<file path="config.mk">
export PLATFORM = sky130hd
export DESIGN_NAME = scurve_sweep_ctrl_flat
export DESIGN_NICKNAME = d
export VERILOG_FILES = /design/src/rtl/scurve_sweep_ctrl_if.sv /design/src/rtl/scurve_sweep_ctrl.sv /design/src/flat_wrapper.sv
export SDC_FILE = /design/constraint.sdc
export NUM_CORES = 1
export LEC_CHECK = 0
export CORE_MARGIN = 1.5
export CORE_UTILIZATION = 55
export CTS_CLUSTER_SIZE = 24
export DETAILED_ROUTE_END_ITERATION = 12
export GPL_TIMING_DRIVEN = 0
export PLACE_DENSITY = 0.83
export SETUP_SLACK_MARGIN = 0.4
export SYNTH_ARGS = -nofsm -noshare
export SYNTH_HDL_FRONTEND = slang
export SYNTH_SLANG_ARGS = --single-unit
</file>
<file path="constraint.sdc">
create_clock -name Clk -period 7.8 [get_ports Clk]
set_input_delay 0.78 -clock Clk [delete_from_list [all_inputs] [get_ports Clk]]
set_output_delay 0.78 -clock Clk [all_outputs]
set_load 0.01 [all_outputs]
</file>
<file path="src/rtl/scurve_sweep_ctrl_if.sv">
// Sweep controller bus: run parameters, counter-stage handshake, DAC and FIFO side.
// The controller uses the master modport and the environment uses the slave modport.
interface scurve_sweep_ctrl_if #(
  parameter int DAC_WIDTH = 10
);
  logic                 Sweep_Start;
  logic                 Sweep_Abort;
  logic [DAC_WIDTH-1:0] DAC_Start;
  logic [DAC_WIDTH-1:0] DAC_Stop;
  logic [DAC_WIDTH-1:0] DAC_Step;
  logic [5:0]           Channel;
  logic [15:0]          CPT_PULSE;
  logic [15:0]          CPT_TRIGGER;
  logic                 CPT_DONE;
  logic                 Test_Start;
  logic                 Test_Reset_n;
  logic [DAC_WIDTH-1:0] DAC_Code;
  logic                 DAC_Load;
  logic [15:0]          Fifo_Data;
  logic                 Fifo_WrEn;
  logic                 Fifo_Full;
  logic                 Sweep_Busy;
  logic                 Sweep_Done;

  modport master (
    input  Sweep_Start, Sweep_Abort, DAC_Start, DAC_Stop, DAC_Step, Channel,
    input  CPT_PULSE, CPT_TRIGGER, CPT_DONE, Fifo_Full,
    output Test_Start, Test_Reset_n, DAC_Code, DAC_Load,
    output Fifo_Data, Fifo_WrEn, Sweep_Busy, Sweep_Done
  );

  modport slave (
    output Sweep_Start, Sweep_Abort, DAC_Start, DAC_Stop, DAC_Step, Channel,
    output CPT_PULSE, CPT_TRIGGER, CPT_DONE, Fifo_Full,
    input  Test_Start, Test_Reset_n, DAC_Code, DAC_Load,
    input  Fifo_Data, Fifo_WrEn, Sweep_Busy, Sweep_Done
  );
endinterface

</file>
<file path="src/rtl/scurve_sweep_ctrl.sv">
// S-curve threshold sweep sequencer: per code load DAC, settle, clear/run counter stage, write 3-word record; trailer at end.
// All outputs registered; FIFO writes stall on Fifo_Full. Define SCURVE_TIMEOUT_EN to add the RUN watchdog.
module scurve_sweep_ctrl #(
  parameter int          DAC_WIDTH      = 10,
  parameter int          SETTLE_CYCLES  = 100,
  parameter logic [23:0] TIMEOUT_CYCLES = 24'd10_000_000
) (
  input  logic                 Clk,
  input  logic                 reset_n,
  scurve_sweep_ctrl_if.master  bus
);

  typedef enum logic [2:0] {
    S_IDLE, S_LOAD, S_SETTLE, S_CLR, S_RUN, S_WRITE, S_TRAIL
  } state_t;

  state_t               r_state;
  logic [31:0]          r_cnt;
  logic [1:0]           r_widx;
  logic [DAC_WIDTH-1:0] r_code;
  logic [DAC_WIDTH-1:0] r_stop;
  logic [DAC_WIDTH-1:0] r_step;
  logic [5:0]           r_chan;
  logic [15:0]          r_pulse;
  logic [15:0]          r_trig;

  logic [DAC_WIDTH:0]   w_next;
  logic                 w_last;
  logic [9:0]           w_code10;
  logic                 w_to;
  logic                 w_capture;
  logic                 w_cap_to;
  logic [15:0]          w_word;

`ifdef SCURVE_TIMEOUT_EN
  logic                 r_to;
  logic [23:0]          r_wdog;
  logic                 w_wdog_hit;

  assign w_wdog_hit = (r_wdog == TIMEOUT_CYCLES - 24'd1);
  assign w_to       = r_to;
  assign w_capture  = bus.CPT_DONE || w_wdog_hit;
  assign w_cap_to   = !bus.CPT_DONE;
`else
  assign w_to       = 1'b0;
  assign w_capture  = bus.CPT_DONE;
  assign w_cap_to   = 1'b0;
`endif

  // The extra top bit of w_next catches codes that would run past the DAC range.
  assign w_next   = {1'b0, r_code} + {1'b0, r_step};
  assign w_last   = (r_code == r_stop) || (w_next > {1'b0, r_stop}) || w_next[DAC_WIDTH];
  assign w_code10 = 10'(r_code);

  always_comb begin
    w_word = r_trig;
    case (r_widx)
      2'd0:    w_word = {4'hA, 1'b0, w_to, w_code10};
      2'd1:    w_word = r_pulse;
      default: w_word = r_trig;
    endcase
  end

  always_ff @(posedge Clk) begin
    if (!reset_n) begin
      r_state          <= S_IDLE;
      r_cnt            <= '0;
      r_widx           <= '0;
      r_code           <= '0;
      r_stop           <= '0;
      r_step           <= '0;
      r_chan           <= '0;
      r_pulse          <= '0;
      r_trig           <= '0;
`ifdef SCURVE_TIMEOUT_EN
      r_to             <= 1'b0;
      r_wdog           <= '0;
`endif
      bus.Test_Start   <= 1'b0;
      bus.Test_Reset_n <= 1'b1;
      bus.DAC_Code     <= '0;
      bus.DAC_Load     <= 1'b0;
      bus.Fifo_Data    <= '0;
      bus.Fifo_WrEn    <= 1'b0;
      bus.Sweep_Busy   <= 1'b0;
      bus.Sweep_Done   <= 1'b0;
    end else begin
      bus.DAC_Load   <= 1'b0;
      bus.Fifo_WrEn  <= 1'b0;
      bus.Sweep_Done <= 1'b0;
      if (bus.Sweep_Abort) begin
        r_state          <= S_IDLE;
        bus.Test_Start   <= 1'b0;
        bus.Test_Reset_n <= 1'b1;
        bus.Sweep_Busy   <= 1'b0;
      end else begin
        case (r_state)
          S_IDLE: begin
            if (bus.Sweep_Start) begin
              r_code         <= bus.DAC_Start;
              r_stop         <= bus.DAC_Stop;
              r_step         <= (bus.DAC_Step == '0) ? DAC_WIDTH'(1) : bus.DAC_Step;
              r_chan         <= bus.Channel;
              bus.DAC_Code   <= bus.DAC_Start;
              bus.DAC_Load   <= 1'b1;
              bus.Sweep_Busy <= 1'b1;
              r_state        <= S_LOAD;
            end
          end
          S_LOAD: begin
            r_cnt   <= '0;
            r_state <= S_SETTLE;
          end
          S_SETTLE: begin
            if (r_cnt == 32'(SETTLE_CYCLES - 1)) begin
              r_cnt            <= '0;
              bus.Test_Reset_n <= 1'b0;
              r_state          <= S_CLR;
            end else begin
              r_cnt <= r_cnt + 32'd1;
            end
          end
          S_CLR: begin
            if (r_cnt == 32'd1) begin
              bus.Test_Reset_n <= 1'b1;
              bus.Test_Start   <= 1'b1;
`ifdef SCURVE_TIMEOUT_EN
              r_wdog           <= '0;
`endif
              r_state          <= S_RUN;
            end else begin
              r_cnt <= r_cnt + 32'd1;
            end
          end
          S_RUN: begin
            if (w_capture) begin
              r_pulse        <= bus.CPT_PULSE;
              r_trig         <= bus.CPT_TRIGGER;
`ifdef SCURVE_TIMEOUT_EN
              r_to           <= w_cap_to;
`endif
              bus.Test_Start <= 1'b0;
              r_state        <= S_WRITE;
              // W0 needs no captured count, so it can go out right behind the capture.
              if (!bus.Fifo_Full) begin
                bus.Fifo_WrEn <= 1'b1;
                bus.Fifo_Data <= {4'hA, 1'b0, w_cap_to, w_code10};
                r_widx        <= 2'd1;
              end else begin
                r_widx <= 2'd0;
              end
            end
`ifdef SCURVE_TIMEOUT_EN
            else begin
              r_wdog <= r_wdog + 24'd1;
            end
`endif
          end
          S_WRITE: begin
            if (!bus.Fifo_Full) begin
              bus.Fifo_WrEn <= 1'b1;
              bus.Fifo_Data <= w_word;
              if (r_widx == 2'd2) begin
                r_widx <= 2'd0;
                if (w_last) begin
                  r_state <= S_TRAIL;
                end else begin
                  r_code       <= w_next[DAC_WIDTH-1:0];
                  bus.DAC_Code <= w_next[DAC_WIDTH-1:0];
                  bus.DAC_Load <= 1'b1;
                  r_state      <= S_LOAD;
                end
              end else begin
                r_widx <= r_widx + 2'd1;
              end
            end
          end
          S_TRAIL: begin
            if (!bus.Fifo_Full) begin
              bus.Fifo_WrEn  <= 1'b1;
              bus.Fifo_Data  <= {8'hFF, 2'b00, r_chan};
              bus.Sweep_Done <= 1'b1;
              bus.Sweep_Busy <= 1'b0;
              r_state        <= S_IDLE;
            end
          end
          default: r_state <= S_IDLE;
        endcase
      end
    end
  end

endmodule
</file>
<file path="src/flat_wrapper.sv">
// flat-port wrapper written by rule: the top's interface ports become plain ports
module scurve_sweep_ctrl_flat 
#(
  parameter int          DAC_WIDTH      = 10,
  parameter int          SETTLE_CYCLES  = 100,
  parameter logic [23:0] TIMEOUT_CYCLES = 24'd10_000_000
)
  (Clk, reset_n, bus_Sweep_Start, bus_Sweep_Abort, bus_DAC_Start, bus_DAC_Stop, bus_DAC_Step, bus_Channel, bus_CPT_PULSE, bus_CPT_TRIGGER, bus_CPT_DONE, bus_Fifo_Full, bus_Test_Start, bus_Test_Reset_n, bus_DAC_Code, bus_DAC_Load, bus_Fifo_Data, bus_Fifo_WrEn, bus_Sweep_Busy, bus_Sweep_Done);
  scurve_sweep_ctrl_if #(.DAC_WIDTH(DAC_WIDTH)) bus_i ();
  input  logic Clk;
  input  logic reset_n;
  input wire logic [$bits(bus_i.Sweep_Start)-1:0] bus_Sweep_Start;
  input wire logic [$bits(bus_i.Sweep_Abort)-1:0] bus_Sweep_Abort;
  input wire logic [$bits(bus_i.DAC_Start)-1:0] bus_DAC_Start;
  input wire logic [$bits(bus_i.DAC_Stop)-1:0] bus_DAC_Stop;
  input wire logic [$bits(bus_i.DAC_Step)-1:0] bus_DAC_Step;
  input wire logic [$bits(bus_i.Channel)-1:0] bus_Channel;
  input wire logic [$bits(bus_i.CPT_PULSE)-1:0] bus_CPT_PULSE;
  input wire logic [$bits(bus_i.CPT_TRIGGER)-1:0] bus_CPT_TRIGGER;
  input wire logic [$bits(bus_i.CPT_DONE)-1:0] bus_CPT_DONE;
  input wire logic [$bits(bus_i.Fifo_Full)-1:0] bus_Fifo_Full;
  output wire logic [$bits(bus_i.Test_Start)-1:0] bus_Test_Start;
  output wire logic [$bits(bus_i.Test_Reset_n)-1:0] bus_Test_Reset_n;
  output wire logic [$bits(bus_i.DAC_Code)-1:0] bus_DAC_Code;
  output wire logic [$bits(bus_i.DAC_Load)-1:0] bus_DAC_Load;
  output wire logic [$bits(bus_i.Fifo_Data)-1:0] bus_Fifo_Data;
  output wire logic [$bits(bus_i.Fifo_WrEn)-1:0] bus_Fifo_WrEn;
  output wire logic [$bits(bus_i.Sweep_Busy)-1:0] bus_Sweep_Busy;
  output wire logic [$bits(bus_i.Sweep_Done)-1:0] bus_Sweep_Done;
  assign bus_i.Sweep_Start = bus_Sweep_Start;
  assign bus_i.Sweep_Abort = bus_Sweep_Abort;
  assign bus_i.DAC_Start = bus_DAC_Start;
  assign bus_i.DAC_Stop = bus_DAC_Stop;
  assign bus_i.DAC_Step = bus_DAC_Step;
  assign bus_i.Channel = bus_Channel;
  assign bus_i.CPT_PULSE = bus_CPT_PULSE;
  assign bus_i.CPT_TRIGGER = bus_CPT_TRIGGER;
  assign bus_i.CPT_DONE = bus_CPT_DONE;
  assign bus_i.Fifo_Full = bus_Fifo_Full;
  assign bus_Test_Start = bus_i.Test_Start;
  assign bus_Test_Reset_n = bus_i.Test_Reset_n;
  assign bus_DAC_Code = bus_i.DAC_Code;
  assign bus_DAC_Load = bus_i.DAC_Load;
  assign bus_Fifo_Data = bus_i.Fifo_Data;
  assign bus_Fifo_WrEn = bus_i.Fifo_WrEn;
  assign bus_Sweep_Busy = bus_i.Sweep_Busy;
  assign bus_Sweep_Done = bus_i.Sweep_Done;
  scurve_sweep_ctrl #(.DAC_WIDTH(DAC_WIDTH), .SETTLE_CYCLES(SETTLE_CYCLES), .TIMEOUT_CYCLES(TIMEOUT_CYCLES)) u_core (.Clk(Clk), .reset_n(reset_n), .bus(bus_i));
endmodule
</file>
## Word level (Yosys, flattened, before mapping)

Cells that the tools add are included.

- Flip-flop bits (word level): 127
- Output and inout bits: 32
- Logic and storage cells: 114

- Add/subtract/negate cells: 3
- Order comparisons: 1
- Equal/unequal tests: 21
- Multiplexer cells: 45
- Bitwise operators: 3
- Reduce and logical (&&, ||, !) cells: 25

Operators by type and width:

| kind | number |
|---|---|
| case mux 32 bit (3 select lines) | 1 |
| two-way mux 16 bit | 4 |
| two-way mux 32 bit | 2 |
| two-way mux 10 bit | 5 |
| case mux 16 bit (3 select lines) | 1 |
| adder 32 x 1 -> 32 bit (second input constant) | 1 |
| == test 32 x 1 -> 1 bit (second input constant) | 1 |
| == test 32 x 7 -> 1 bit (second input constant) | 1 |
| case mux 16 bit (2 select lines) | 1 |
| two-way mux 3 bit | 8 |
| case mux 3 bit (7 select lines) | 1 |
| case mux 10 bit (2 select lines) | 1 |
| AND reduction 3 bit | 6 |
| inequality test 2 bit (second input constant) | 7 |
| two-way mux 1 bit | 12 |
| AND reduction 6 bit | 2 |
| adder 10 x 10 -> 11 bit | 1 |
| greater-than comparator 11 x 10 -> 1 bit | 1 |
| == test 10 bit | 1 |
| logical NOT 10 bit | 1 |
| case mux 1 bit (2 select lines) | 5 |
| nonzero test 2 bit | 5 |
| == test 3 bit (second input constant) | 3 |
| AND reduction 7 bit | 1 |
| 16 further kinds | 26 |

## Logic depth before layout (Yosys ltp)

Gate-level depths: netlist (run 1).

- Depth after elaboration: 8
- Mapped depth: 14

## Worst setup path after synthesis (run 1)

Ideal clock, no wire load.

- Kind: flip-flop to flip-flop
- From: register, netlist name u_core.bus.DAC_Code[0]
- To: register u_core.bus.DAC_Code[0]
- Setup time: 91 ps
- Data arrival time: 3363 ps
- Setup slack: 4347 ps
- Cell stages (with the launch flop): 15
- Buffers on the path: 1
- Clock period less this slack: 3453 ps
- Cell sequence: dfxtp_1 ha_1 fa_1 a211o_2 a211oi_2 nor2_1 xor2_1 ha_1 nand4_1 or3_1 o311ai_4 and4_1 clkbuf_1 nor3_1 a311oi_1

RTL lines:

| item | RTL line | source |
|---|---|---|
| to (signal assigned) | scurve_sweep_ctrl.sv:104 | `bus.DAC_Code <= bus.DAC_Start;` |
| to (signal assigned) | scurve_sweep_ctrl.sv:169 | `bus.DAC_Code <= w_next[DAC_WIDTH-1:0];` |
| to (decl) | scurve_sweep_ctrl_if.sv:28 | `output Test_Start, Test_Reset_n, DAC_Code, DAC_Load,` |

==> flow_results.xml, run 1 <==
<?xml version="1.0" encoding="UTF-8"?>
<metrics>
  <group name="critical_path">
    <metric name="regToRegEndpoint" unit="">u_core.bus.DAC_Code[1]</metric>
    <metric name="cp_max_fo" unit="">9</metric>
    <metric name="r2r-start" unit="">u_core.bus.DAC_Code[0]</metric>
    <metric name="crit_buf_inv" unit="">1</metric>
    <metric name="path_delay_family" unit="">adder cells</metric>
    <metric name="timing.critical_path.depth" unit="">14</metric>
    <metric name="worst-endpoint-arrival" unit="ns">4.24</metric>
    <metric name="critical_path.max_stage_delay" unit="ns">0.43</metric>
    <metric name="critPathCapture" unit="">u_core.bus.DAC_Code[1]</metric>
    <metric name="path_common_cell" unit="">ha_1</metric>
    <metric name="critPathCaptureType" unit="">register</metric>
    <metric name="start_to_end_type_of_the_worst_setup_path" unit="">reg2reg</metric>
    <metric name="worstRegToRegCells" unit="">14</metric>
    <metric name="slowest_library_cell_on_the_worst_path" unit="">fa_1</metric>
    <metric name="critical_path.cell_chain" unit="">ha_1 &gt; fa_1 &gt; a211o_2 &gt; a211oi_2 &gt; nor2_1 &gt; xor2_1 &gt; ha_1 &gt; nand4_1 &gt; or3_1 &gt; o311ai_4 &gt; and4_1 &gt; clkbuf_1 &gt; nor3_1 &gt; a311oi_1</metric>
    <metric name="crit_required" unit="ns">8.13</metric>
    <metric name="worst_setup_path_start_kind" unit="">register</metric>
    <metric name="timing.critical_path.from" unit="">u_core.bus.DAC_Code[0]</metric>
    <metric name="rrSetupSlack" unit="ns">3.89</metric>
  </group>
  <group name="floorplanning">
    <metric name="die_w" unit="um">110</metric>
    <metric name="boundaryPins" unit="">106</metric>
    <metric name="initial_utilization" unit="%">57.3</metric>
    <metric name="std_cell_rows" unit="">38</metric>
    <metric name="die_area" unit="um^2">12100</metric>
    <metric name="die-height" unit="um">110</metric>
    <metric name="core_area" unit="um^2">11000</metric>
  </group>
  <group name="yosys">
    <metric name="synth_cells" unit="">786</metric>
    <metric name="synth_top_family_by_area" unit="">simple AND/OR/NAND/NOR gates</metric>
    <metric name="synth_area_leader_cell" unit="">dfxtp_1</metric>
    <metric name="synth-seq-area-share" unit="%">40.4</metric>
    <metric name="synthXorXnorAreaFrac" unit="%">6.68</metric>
    <metric name="ys.flop_type" unit="">dfxtp_1</metric>
    <metric name="yosys_cell_types" unit="">69</metric>
    <metric name="synth-compound-area-share" unit="%">17.4</metric>
    <metric name="synthesis.nets" unit="">883</metric>
    <metric name="synthMuxAreaShare" unit="%">0.795</metric>
    <metric name="synth-simple-area-share" unit="%">25.6</metric>
    <metric name="synth.ff_latch_count" unit="">127</metric>
    <metric name="synth_top_cell_area_share" unit="%">40.4</metric>
    <metric name="synth.area.top_cells" unit="">dfxtp_1, nand2_1, a21oi_1</metric>
    <metric name="synth-warning-count" unit="">0</metric>
    <metric name="mappedNetlistArea" unit="um^2">6290</metric>
    <metric name="synth_enable_flop_cells" unit="">0</metric>
    <metric name="syn-mean-instance-area" unit="um^2">8.01</metric>
    <metric name="synthArstFlopShare" unit="%">0</metric>
    <metric name="synth_adder_area_share" unit="%">4.69</metric>
  </group>
  <group name="layout">
    <metric name="antenna_diode_count" unit="">0</metric>
    <metric name="final_nets" unit="">1007</metric>
    <metric name="flow.area_growth_from_synthesis" unit="%">28.7</metric>
    <metric name="stdcell_area" unit="um^2">8100</metric>
    <metric name="layout-drive-gt1-share" unit="%">5.97</metric>
  </group>
  <group name="min_path">
    <metric name="timing.hold.worst.class" unit="">reg2reg</metric>
  </group>
  <group name="clocking">
    <metric name="clock_tree.htree_level_count" unit="">4</metric>
    <metric name="path_clk_slew" unit="ns">0.06</metric>
    <metric name="post_cts_resize_count" unit="">0</metric>
    <metric name="cts-buffers-inserted" unit="">17</metric>
    <metric name="tritoncts" unit="">built</metric>
    <metric name="clkSinkCount" unit="">127</metric>
    <metric name="cts_max_path_buffers" unit="">2</metric>
    <metric name="ctsRootBufferMaster" unit="">clkbuf_16</metric>
    <metric name="clkLatencyLatePin" unit="ns">0.43</metric>
    <metric name="cts.repair_timing.setup_buffer_count" unit="">0</metric>
    <metric name="cts_hold_buffers" unit="">0</metric>
  </group>
  <group name="global_routing">
    <metric name="antenna_found_initial" unit="">0</metric>
    <metric name="first_pass_grt_wire_length" unit="um">29300</metric>
    <metric name="grt_start_max_net_pins" unit="">17</metric>
    <metric name="grt_total_usage" unit="%">31.9</metric>
    <metric name="grt_overflow" unit="">0</metric>
    <metric name="grt_pass1_vias" unit="">6104</metric>
  </group>
  <group name="timing">
    <metric name="fin_crit_sh" unit="%">50.2</metric>
    <metric name="maxClockFrequency" unit="MHz">256</metric>
    <metric name="setup_repair_after_global_routing_missed_its_margin" unit="">false</metric>
    <metric name="finalSetupViolations" unit="">0</metric>
    <metric name="finalWorstPathRequiredPeriod" unit="ns">3.91</metric>
    <metric name="finalHoldViolations" unit="">0</metric>
    <metric name="timing.slew.headroom" unit="%">45.5</metric>
    <metric name="setup_tns" unit="ns">0</metric>
    <metric name="worst_hold_slack" unit="ns">0.456</metric>
    <metric name="final.setup_skew" unit="ns">0.00646</metric>
    <metric name="timing_worst_slew_pin_value" unit="ns">0.813</metric>
    <metric name="worst_slack" unit="ns">3.89</metric>
    <metric name="drv_slew" unit="">0</metric>
  </group>
  <group name="place">
    <metric name="detailedPlacementHpwl" unit="um">13700</metric>
    <metric name="post-place-ws" unit="ns">3.92</metric>
    <metric name="post_dp_cell_area" unit="um^2">7520</metric>
    <metric name="finalWeightedCongestion" unit="">0.983</metric>
    <metric name="io_buffers" unit="">105</metric>
  </group>
  <group name="routing">
    <metric name="postRouteWirelength" unit="um">18700</metric>
    <metric name="detail_route.first_pass.iterations" unit="">5</metric>
    <metric name="routed-via-count" unit="">6314</metric>
    <metric name="routedWlPerCell" unit="um">17.6</metric>
    <metric name="drt_first_iter_violations" unit="">585</metric>
    <metric name="drc_errors" unit="">0</metric>
    <metric name="vias_per_cell" unit="">5.95</metric>
    <metric name="ant_nets" unit="">0</metric>
  </group>
  <group name="run_status">
    <metric name="run_status" unit="">completed</metric>
  </group>
  <group name="power_and_ir_drop">
    <metric name="total_power" unit="mW">1.65</metric>
    <metric name="p_leak" unit="nW">2.92</metric>
    <metric name="ir_worst_vdd" unit="mV">0.170</metric>
    <metric name="pwr_density_cell" unit="nW/um^2">204</metric>
  </group>
  <group name="flow_run">
    <metric name="max_cap_viol_count" unit="">0</metric>
  </group>
</metrics>
per-stage QoR:
stage / std cells / utilization [%]
after CTS: 1062 / 73.7
after global routing: 1062 / 73.7
after detailed placement: 1031 / 68.5
after floorplan: 786 / -
final: 1062 / 73.7
after global placement: 1031 / 68.5
power breakdown:
group	total, mW	internal (mW)	switching (mW)
Sequential	0.677	0.661	0.0168
Combinational	0.187	0.0927	0.0943
Clock	0.790	0.496	0.294
Total	1.65	1.25	0.405
Yosys cell counts, drive strengths merged (5+ instances only):
| library cell | number |
|---|---|
| nand4 | 16 |
| nor3 | 20 |
| buf | 10 |
| xnor2 | 15 |
| or2 | 7 |
| nor4 | 14 |
| mux2i | 5 |
| ha | 22 |
| o21ai | 20 |
| xor2 | 33 |
| a311oi | 6 |
| clkbuf | 35 |
| a31oi | 8 |
| nand2 | 163 |
| or3 | 5 |
| nand2b | 6 |
| and3 | 6 |
| dfxtp | 127 |
| inv | 21 |
| a21oi | 86 |
| nor2 | 64 |
| a211oi | 16 |
| nand3 | 20 |
| a222oi | 8 |
cell type report:
cell class | count | area, um^2
buffer | 45 | 200
tap | 140 | 175
fill | 858 | 2880
clock buffer | 19 | 433
inverter | 22 | 82.6
sequential | 127 | 2540
timing repair buffer | 105 | 1050
multi-input combinational | 592 | 3470
clock inverter | 12 | 145
worst min-delay path by stage:
stage                                  from           endpoint  slack [ns]  cells after the start
after floorplan            u_core.r_trig[0]   u_core.r_trig[0]        0.44                      2
after global placement    u_core.r_trig[15]  u_core.r_trig[15]        0.44                      2
after detailed placement   u_core.r_trig[9]   u_core.r_trig[9]        0.45                      2
after CTS                  u_core.r_trig[9]   u_core.r_trig[9]        0.46                      2
after global routing       u_core.r_chan[5]   u_core.r_chan[5]        0.47                      2
final                      u_core.r_chan[5]   u_core.r_chan[5]        0.46                      2
cells by family (layout without fill, tap and decap cells):
group	after synthesis	in the layout
adders and majority gates	23	23
muxes	5	5
DFF	127	127
buffers and inverters	67	203
and+or+nand+nor	344	344
AOI/OAI and AO/OA	172	172
xor gates and xnor gates	48	48
flip-flops by register name, indices dropped and copies added, names as in the netlist:
name / cells
u_core.bus.Test_Reset_n: 1
u_core.bus.Fifo_Data: 16
u_core.bus.Fifo_WrEn: 1
u_core.r_widx: 2
u_core.bus.DAC_Load: 1
u_core.r_stop: 10
u_core.r_state: 3
u_core.r_step: 10
u_core.r_pulse: 16
u_core.bus.Sweep_Done: 1
u_core.bus.Test_Start: 1
u_core.bus.Sweep_Busy: 1
u_core.r_chan: 6
u_core.bus.DAC_Code: 10
u_core.r_trig: 16
u_core.r_cnt: 32
worst reg2reg max path, delay by kind of cell, from the launching register on:
kind / cells / cell delay [ns]
fa+ha+maj: 3 / 1.02
compound gates: 4 / 0.97
flops: 1 / 0.38
buf+inv: 1 / 0.34
simple gates: 5 / 0.95
xor+xnor: 1 / 0.17
layout by cell type, fill, tap and decap left out, types with 15 or more instances in the layout:
| cell | n |
|---|---|
| nand2_1 | 163 |
| dfxtp_1 | 127 |
| clkdlybuf4s50_1 | 105 |
| a21oi_1 | 86 |
| nor2_1 | 63 |
| clkbuf_1 | 37 |
| xor2_1 | 33 |
| ha_1 | 22 |
| nand3_1 | 20 |
| inv_1 | 19 |
| nor3_1 | 17 |
| clkbuf_16 | 17 |
| o21ai_0 | 16 |
| nand4_1 | 16 |
| xnor2_1 | 15 |
| a211oi_1 | 15 |
layer usage:
metal	part of all wire [%]	track usage (%)	up-vias	wire (um)
li1	-	-	3004	-
met3	7.1	7.64	47	1330
met5	0	0	-	0
met1	43	40.0	2996	8070
met2	47	52.7	267	8750
met4	2.9	13.2	0	551
(Power assumes the default switching activity.)
==> run 2, diff against run 1 <==
Settings changed: CORE_UTILIZATION 55 to 48, PLACE_DENSITY 0.83 to 0.77.
Clock period 7.8 ns to 3.3 ns, I/O delays scaled along.
==> flow_results.xml, run 2 (synthesis results as in run 1) <==
<?xml version="1.0" encoding="UTF-8"?>
<metrics>
  <group name="critical_path">
    <metric name="worst_setup_path_start_kind" unit="">register</metric>
    <metric name="worstRegToRegCells" unit="">14</metric>
    <metric name="critPathCaptureType" unit="">register</metric>
    <metric name="crit_required" unit="ns">3.64</metric>
    <metric name="start_to_end_type_of_the_worst_setup_path" unit="">reg2reg</metric>
    <metric name="cp_max_fo" unit="">4</metric>
    <metric name="rrSetupSlack" unit="ns">-0.18</metric>
    <metric name="r2r-start" unit="">u_core.bus.DAC_Code[0]</metric>
    <metric name="regToRegEndpoint" unit="">u_core.bus.DAC_Code[6]</metric>
    <metric name="worst-endpoint-arrival" unit="ns">3.82</metric>
  </group>
  <group name="timing">
    <metric name="finalHoldViolations" unit="">0</metric>
    <metric name="timing.slew.headroom" unit="%">48.6</metric>
    <metric name="finalSetupViolations" unit="">14</metric>
    <metric name="fin_crit_sh" unit="%">105</metric>
    <metric name="timing_worst_slew_pin_value" unit="ns">0.766</metric>
    <metric name="worst_hold_slack" unit="ns">0.446</metric>
    <metric name="maxClockFrequency" unit="MHz">287</metric>
    <metric name="setup_repair_after_global_routing_missed_its_margin" unit="">true</metric>
    <metric name="drv_slew" unit="">0</metric>
    <metric name="worst_slack" unit="ns">-0.179</metric>
    <metric name="final.setup_skew" unit="ns">0.00799</metric>
    <metric name="finalWorstPathRequiredPeriod" unit="ns">3.48</metric>
  </group>
  <group name="clocking">
    <metric name="clkSinkCount" unit="">127</metric>
    <metric name="cts-buffers-inserted" unit="">17</metric>
    <metric name="clock_tree.htree_level_count" unit="">4</metric>
    <metric name="cts_hold_buffers" unit="">0</metric>
    <metric name="cts_max_path_buffers" unit="">2</metric>
    <metric name="tritoncts" unit="">built</metric>
    <metric name="path_clk_slew" unit="ns">0.06</metric>
    <metric name="ctsRootBufferMaster" unit="">clkbuf_16</metric>
    <metric name="clkLatencyLatePin" unit="ns">0.43</metric>
  </group>
  <group name="floorplanning">
    <metric name="boundaryPins" unit="">106</metric>
    <metric name="die_area" unit="um^2">13800</metric>
    <metric name="initial_utilization" unit="%">49.5</metric>
    <metric name="std_cell_rows" unit="">41</metric>
    <metric name="core_area" unit="um^2">12700</metric>
    <metric name="die_w" unit="um">118</metric>
    <metric name="die-height" unit="um">118</metric>
  </group>
  <group name="layout">
    <metric name="layout-drive-gt1-share" unit="%">10.1</metric>
    <metric name="final_util" unit="%">65.9</metric>
    <metric name="most_frequent_standard_cell_in_the_layout_excluding_fill_and_tap_cells" unit="">nand2_1</metric>
    <metric name="leading_cell_types_in_the_layout_fill_and_taps_excluded" unit="">nand2_1, dfxtp_1, clkdlybuf4s50_1</metric>
    <metric name="largest_register_ffs" unit="">32</metric>
    <metric name="top_register" unit="">u_core.r_cnt</metric>
    <metric name="final_nets" unit="">1019</metric>
    <metric name="layout.cells.non_filler" unit="">1107</metric>
    <metric name="flow.area_growth_from_synthesis" unit="%">33.1</metric>
    <metric name="antenna_diode_count" unit="">0</metric>
  </group>
  <group name="run_status">
    <metric name="run_status" unit="">finished, violations left</metric>
    <metric name="failed_checks" unit="">negative setup slack</metric>
  </group>
  <group name="place">
    <metric name="detailedPlacementHpwl" unit="um">13300</metric>
    <metric name="finalWeightedCongestion" unit="">0.889</metric>
    <metric name="io_buffers" unit="">105</metric>
    <metric name="dp.cells" unit="">1063</metric>
    <metric name="post-place-ws" unit="ns">-0.252</metric>
  </group>
  <group name="power_and_ir_drop">
    <metric name="total_power" unit="mW">3.95</metric>
    <metric name="ir_worst_vdd" unit="mV">0.381</metric>
    <metric name="pwr_density_cell" unit="nW/um^2">471</metric>
    <metric name="p_leak" unit="nW">3.00</metric>
  </group>
  <group name="routing">
    <metric name="detail_route.first_pass.iterations" unit="">7</metric>
    <metric name="routed-via-count" unit="">6255</metric>
    <metric name="ant_nets" unit="">0</metric>
    <metric name="drt_first_iter_violations" unit="">698</metric>
    <metric name="vias_per_cell" unit="">5.65</metric>
    <metric name="postRouteWirelength" unit="um">18400</metric>
    <metric name="drc_errors" unit="">0</metric>
    <metric name="routedWlPerCell" unit="um">16.6</metric>
  </group>
  <group name="min_path">
    <metric name="worst_hold_start" unit="">bus_CPT_TRIGGER[0]</metric>
    <metric name="min_delay_path_depth" unit="">3</metric>
    <metric name="holdPathEnd" unit="">u_core.r_trig[0]</metric>
    <metric name="timing.hold.worst.class" unit="">in2reg</metric>
  </group>
  <group name="global_routing">
    <metric name="grt_overflow" unit="">0</metric>
    <metric name="first_pass_grt_wire_length" unit="um">29400</metric>
    <metric name="antenna_found_initial" unit="">0</metric>
    <metric name="grt_total_usage" unit="%">26.9</metric>
    <metric name="grt_start_max_net_pins" unit="">17</metric>
    <metric name="grt_pass1_vias" unit="">5816</metric>
  </group>
  <group name="flow_run">
    <metric name="max_cap_viol_count" unit="">0</metric>
  </group>
</metrics>
==> run 2: cell types whose count changed in the layout (fill, tap and decap cells not counted), sizes merged <==
cell      delta
bufinv       -2
buf         +13
clkbuf       -1
inv          +4
clkinvlp     -1
==> run 2: final cells by class <==
class	count	area, um^2
clock buffer	19	453
inverter	22	82.6
sequential	127	2560
clock inverter	13	128
tap	172	215
fill	1106	4340
timing repair buffer	117	1140
buffer	45	211
multi-input combinational	592	3590
==> run 2: worst max-delay path, stage by stage, from the launching register on <==
cell,delay (ns)
dfxtp_4,0.36
ha_4,0.16
fa_2,0.35
a211o_4,0.36
a211oi_4,0.29
nor2_2,0.07
xor2_2,0.16
ha_1,0.29
nand4_1,0.13
or3_4,0.41
o311ai_4,0.08
and4_4,0.29
buf_4,0.14
nor3_1,0.05
a311oi_1,0.25
==> run 2: per-stage QoR <==
step           TNS [ns]  instance area, um^2
2_1_floorplan         0                 6350
3_3_place_gp      -2.09                 7620
3_5_place_dp      -2.53                 7620
4_1_cts           -1.07                 8290
5_1_grt           -3.16                 8380
6_report          -1.45                 8380
==> run 2: worst max path at each step <==
stage	cells after the start	slack (ns)	startpoint	endpoint
3_5_place_dp	12	-0.25	u_core.bus.DAC_Code[2]	u_core.bus.DAC_Code[3]
5_1_grt	14	-0.31	u_core.bus.DAC_Code[0]	u_core.bus.DAC_Code[4]
3_3_place_gp	12	-0.21	u_core.bus.DAC_Code[2]	u_core.bus.DAC_Code[3]
2_1_floorplan	14	0.09	u_core.bus.DAC_Code[0]	u_core.bus.DAC_Code[0]
6_report	14	-0.18	u_core.bus.DAC_Code[0]	u_core.bus.DAC_Code[6]
4_1_cts	14	-0.16	u_core.bus.DAC_Code[0]	u_core.bus.DAC_Code[3]
==> run 2: where the power goes <==
part	leakage [nW]	switching [mW]	internal (mW)	total, mW
Combinational	1.69	0.257	0.268	0.525
Sequential	1.03	0.0389	1.56	1.60
Clock	0.277	0.738	1.09	1.82
==> run 2: repair_timing <==
item,4_1_cts,5_1_grt
pin swaps,14,7
buffers inserted,6,5
resized for setup,13,11
endpoints found under the setup margin,14,14
gates cloned,1,0
==> run 2: routing by layer <==
layer | share of wire (%) | routed length (um) | GRT usage, %
met1 | 44 | 8090 | 35.2
met2 | 46 | 8440 | 41.9
met3 | 6.8 | 1260 | 7.03
met4 | 3.2 | 586 | 11.7
met5 | 0 | 0 | 0
